`src/rtl/mem_arbiter.sv`:
```
// Two-requester arbiter for a single-port-per-direction memory: CPU (0) and debug (1).
// Round-robin between requesters, debug lock override, and a two-stage read return path.
module mem_arbiter #(
  parameter int NB_DATA    = 32,
  parameter int NB_ADDRESS = 4
) (
  input  logic                    i_clk,
  input  logic                    i_rst_n,
  input  logic [1:0]              i_req,
  input  logic [1:0]              i_we,
  input  logic [2*NB_ADDRESS-1:0] i_addr,
  input  logic [2*NB_DATA-1:0]    i_wdata,
  input  logic                    i_lock,
  output logic [1:0]              o_gnt,
  output logic [1:0]              o_rvalid,
  output logic [2*NB_DATA-1:0]    o_rdata,
  output logic [NB_ADDRESS-1:0]   o_mem_r_addr,
  output logic                    o_mem_r_en,
  output logic [NB_ADDRESS-1:0]   o_mem_w_addr,
  output logic [NB_DATA-1:0]      o_mem_w_data,
  output logic                    o_mem_w_en,
  input  logic [NB_DATA-1:0]      i_mem_r_data
);

  localparam logic [1:0] ST_PRIO0 = 2'd0;
  localparam logic [1:0] ST_PRIO1 = 2'd1;
  localparam logic [1:0] ST_LOCK  = 2'd2;

  logic [1:0]            state_q, state_d;
  logic [1:0]            gnt;
  logic                  sel;
  logic                  granted;
  logic                  gnt_we;
  logic                  rd_pend_q, rd_pend_d;
  logic                  rd_owner_q, rd_owner_d;
  logic [1:0]            rvalid_q, rvalid_d;
  logic [NB_DATA-1:0]    rdata_q [2];
  logic [NB_DATA-1:0]    rdata_d [2];
  logic [NB_ADDRESS-1:0] addr_s  [2];
  logic [NB_DATA-1:0]    wdata_s [2];

  genvar gi;
  generate
    for (gi = 0; gi < 2; gi++) begin : g_slice
      assign addr_s[gi]  = i_addr[gi*NB_ADDRESS +: NB_ADDRESS];
      assign wdata_s[gi] = i_wdata[gi*NB_DATA +: NB_DATA];
    end
  endgenerate

  // Lock is honoured combinationally so the CPU is blocked in the very cycle lock rises.
  always_comb begin
    gnt = 2'b00;
    if (i_rst_n) begin
      if (i_lock || state_q == ST_LOCK) begin
        gnt[1] = i_req[1];
      end else if (state_q == ST_PRIO1) begin
        if (i_req[1])      gnt = 2'b10;
        else if (i_req[0]) gnt = 2'b01;
      end else begin
        if (i_req[0])      gnt = 2'b01;
        else if (i_req[1]) gnt = 2'b10;
      end
    end
  end

  always_comb begin
    state_d = state_q;
    if (i_lock)                 state_d = ST_LOCK;
    else if (state_q == ST_LOCK) state_d = ST_PRIO0;
    else if (gnt[0])            state_d = ST_PRIO1;
    else if (gnt[1])            state_d = ST_PRIO0;
  end

  assign sel          = gnt[1];
  assign granted      = |gnt;
  assign gnt_we       = sel ? i_we[1] : i_we[0];
  assign o_gnt        = gnt;
  assign o_mem_r_en   = granted & ~gnt_we;
  assign o_mem_w_en   = granted & gnt_we;
  assign o_mem_r_addr = addr_s[sel];
  assign o_mem_w_addr = addr_s[sel];
  assign o_mem_w_data = wdata_s[sel];

  // Memory answers one cycle after the read edge; the owner tag travels alongside.
  assign rd_pend_d  = o_mem_r_en;
  assign rd_owner_d = sel;

  generate
    for (gi = 0; gi < 2; gi++) begin : g_ret
      always_comb begin
        rdata_d[gi]  = rdata_q[gi];
        rvalid_d[gi] = 1'b0;
        if (rd_pend_q && rd_owner_q == 1'(gi)) begin
          rdata_d[gi]  = i_mem_r_data;
          rvalid_d[gi] = 1'b1;
        end
      end
      assign o_rdata[gi*NB_DATA +: NB_DATA] = rdata_q[gi];
    end
  endgenerate

  assign o_rvalid = rvalid_q;

  always_ff @(posedge i_clk) begin
    if (!i_rst_n) begin
      state_q    <= ST_PRIO0;
      rd_pend_q  <= 1'b0;
      rd_owner_q <= 1'b0;
      rvalid_q   <= 2'b00;
      rdata_q[0] <= '0;
      rdata_q[1] <= '0;
    end else begin
      state_q    <= state_d;
      rd_pend_q  <= rd_pend_d;
      rd_owner_q <= rd_owner_d;
      rvalid_q   <= rvalid_d;
      rdata_q[0] <= rdata_d[0];
      rdata_q[1] <= rdata_d[1];
    end
  end

endmodule
```
`config.mk`:
```
export PLATFORM = sky130hd
export DESIGN_NAME = mem_arbiter
export DESIGN_NICKNAME = d
export VERILOG_FILES = /design/src/rtl/mem_arbiter.sv
export SDC_FILE = /design/constraint.sdc
export NUM_CORES = 1
export LEC_CHECK = 0
export CAP_MARGIN = 20
export CORE_ASPECT_RATIO = 1.25
export CORE_MARGIN = 3
export CORE_UTILIZATION = 37
export CTS_BUF_LIST = sky130_fd_sc_hd__clkbuf_16
export DETAILED_ROUTE_END_ITERATION = 7
export GPL_ROUTABILITY_DRIVEN = 0
export PLACE_DENSITY = 0.87
export RECOVER_POWER = 25
export SLEW_MARGIN = 20
export SYNTH_ARGS = -nofsm -noshare
export SYNTH_HDL_FRONTEND = slang
export SYNTH_SLANG_ARGS = --single-unit
```
`constraint.sdc`:
```
create_clock -name i_clk -period 4.5 [get_ports i_clk]
set_input_delay 0.9 -clock i_clk [delete_from_list [all_inputs] [get_ports i_clk]]
set_output_delay 0.9 -clock i_clk [all_outputs]
set_load 0.005 [all_outputs]
```
==> impl_metrics.env <==
export IMPL_grt_antenna_before_repair=1
export IMPL_place_ws_ns=0.1596
export IMPL_die_y_um=105.8
export IMPL_reg2reg_from="rd_owner_q$_SDFF_PN0_"
export IMPL_first_pass_iters=4
export IMPL_htreeDepth=3
export IMPL_hold_viol_final=0
export IMPL_synth_fp_nets=468
export IMPL_max_cap_violations=1
export IMPL_worstPathRequired_ns=3.60
export IMPL_io_buffer_count=220
export IMPL_avgSynthCellArea_um2=8.257
export IMPL_max_slew_margin_rel_pct=-99.47
export IMPL_setup_tns_ns=0
export IMPL_worstHoldStart="rdata_q[0][9]$_SDFFE_PN0P_"
export IMPL_drcViolationCount=0
export IMPL_die_area_mm2=0.009081
export IMPL_clk_latency_ns=0.32
export IMPL_hpwl_mm=8.674
export IMPL_finClkSkew_ns=0.006105
export IMPL_coreArea_mm2=0.007576
export IMPL_drive_gt1_share_pct=10.39
export IMPL_yosys_warnings=0
export IMPL_cts_root_buffer="clkbuf_16"
export IMPL_drt_total_wl_mm=11.17
export IMPL_timing_final_crit_share_pct=93.63
export IMPL_yosysSeqAreaShare_pct=47.54
export IMPL_rows=35
export IMPL_grt_pass1_vias=3346
export IMPL_synthesis_area_mm2=0.002948
export IMPL_wl_per_cell_um=16.89
export IMPL_pin_count=221
export IMPL_cts_setup_buffers=0
export IMPL_setup_slack_ns=0.2868
export IMPL_areaGrowthSynthToFinish_pct=84.80
export IMPL_worst_hold_path_endpoint="rdata_q[0][9]$_SDFFE_PN0P_"
export IMPL_ir_drop_v=0.0002307
export IMPL_grt_max_degree=70
export IMPL_cts_buffers=9
export IMPL_vias=3301
export IMPL_synth_cells=357
export IMPL_cp_start_kind="input port"
export IMPL_synth_area_leaders="dfxtp_1 (48%), nand2_1 (17%), mux2_2 (13%)"
export IMPL_crit_arrival_ns=3.31
export IMPL_synth_top_area_share_pct=47.54
export IMPL_synth_cell_types=24
export IMPL_power_leakage_uw=0.001948
export IMPL_die_x_um=85.84
export IMPL_reg2reg_to="rdata_q[0][47]$_SDFFE_PN0P_"
export IMPL_power_density_mw_per_mm2=293.2
export IMPL_cp_max_fo=22
export IMPL_dpl_cell_area_mm2=0.005147
export IMPL_setup_viol=0
export IMPL_cts_tree="built"
export IMPL_max_freq_ghz=0.2373
export IMPL_r2r_slack_ns=3.13
export IMPL_slew_violations=70
export IMPL_grt_pass1_wl_mm=17.08
export IMPL_final_cell_mix="clkdlybuf4s50_1 (210), nand2_1 (130), dfxtp_1 (70)"
export IMPL_vias_per_cell=4.994
export IMPL_initial_utilization_pct=38.91
export IMPL_track_usage_pct=24.31
export IMPL_ys_ff_latch=70
export IMPL_reg2reg_depth=3
export IMPL_min_path_cells=2
export IMPL_grt_setup_unrepaired="no"
export IMPL_end_kind="primary output"
export IMPL_total_power_uw=1597
export IMPL_path_clk_slew_ns=0.05
export IMPL_status="finished with violations"
export IMPL_worst_pin_slew_ns=2.992
export IMPL_cts_resized=0
export IMPL_hp_class="register to register"
export IMPL_clock_sinks=70
export IMPL_final_cell_area_mm2=0.005448
export IMPL_cts_max_path_buffers=2
export IMPL_yosys_area_top_type="dfxtp_1"
export IMPL_final_common_cell="clkdlybuf4s50_1"
export IMPL_violations="capacitance limit, slew limit"
export IMPL_final_nets=674
export IMPL_ant_nets=0
export IMPL_hold_buffers=0
export IMPL_grt_overflow_total=0
export IMPL_path_class="input port to primary output"
export IMPL_final_min_clock_period_ns=4.213
export IMPL_drtIter0Drc=137
==> cells in the mapped netlist <==
cell / number
xnor2_2: 1
a21oi_4: 1
and2_1: 2
a211oi_1: 1
mux2_1: 3
a21boi_0: 1
nand2b_1: 2
mux2_2: 33
inv_2: 1
o211a_1: 1
nor2_1: 3
a21oi_1: 67
buf_6: 3
a31oi_1: 1
buf_4: 4
nor2b_1: 3
dfxtp_1: 70
nand2_1: 131
nor3_1: 1
a31o_2: 1
inv_1: 2
nor4_1: 2
clkbuf_1: 22
o221a_2: 1
==> layout make-up <==
cell class,count,area [µm²]
Clock buffer,9,225.2
Clock inverter,7,48.80
Antenna cell,1,2.502
Timing Repair Buffer,224,2248
Tap cell,92,115.1
Fill cell,589,2128
Multi-Input combinational cell,255,1395
Sequential cell,70,1401
Inverter,3,11.26
==> layer usage <==
layer,GRT usage (%),share of wire (%)
met1,21.87,32
met5,0,0
met4,16.06,5.8
met3,6.177,7.7
met2,46.28,55
==> worst max-delay path, stage by stage <==
cell and delay (ns):
dlygate4sd3_1 0.57, nor2b_1 0.22, a21oi_4 0.51, buf_16 0.23, mux2_2 0.36, clkdlybuf4s50_1 0.51
==> state kept, by name, indices dropped and copies added (netlist names) <==
name / flops
rd_owner_q: 1
rdata_q: 64
state_q: 2
rd_pend_q: 1
o_rvalid: 2
==> per-stage QoR <==
stage / hold WS (ns) / utilization, % / cells
global route: 0.4610 / 71.91 / 661
global placement: 0.4420 / 67.89 / 643
detailed placement: 0.4465 / 67.94 / 643
floorplan: 0.4527 / - / 357
finish: 0.4493 / 71.91 / 661
CTS: 0.4540 / 71.56 / 659
==> worst max path at each step <==
| stage | from | end | slack (ns) | cells after the start |
|---|---|---|---|---|
| global placement | i_req[1] | o_mem_w_data[27] | 0.19 | 5 |
| detailed placement | i_rst_n | o_mem_w_data[27] | 0.16 | 5 |
| finish | i_req[0] | o_mem_w_data[27] | 0.29 | 6 |
| global route | i_rst_n | o_mem_w_data[27] | 0.20 | 6 |
| CTS | i_rst_n | o_mem_w_data[27] | 0.16 | 5 |
| floorplan | i_req[0] | o_mem_w_addr[2] | 1.54 | 5 |
==> report_power, final <==
part	leakage (µW)	internal (µW)	switching, µW	total, µW
logic	0.00125	204	110	315
clock network	0.000136	373	259	632
registers	0.000568	639	11.2	651
==> logic make-up after synthesis <==
kind of cell              share of synthesized area [%]
and+or+nand+nor                                   19.14
AOI/OAI and AO/OA                                 13.67
DFF                                               47.54
muxes                                             13.75
buffers and inverters                             5.348
xor gates and xnor gates                         0.5519
No activity file was read; power rests on OpenSTA's default activity.
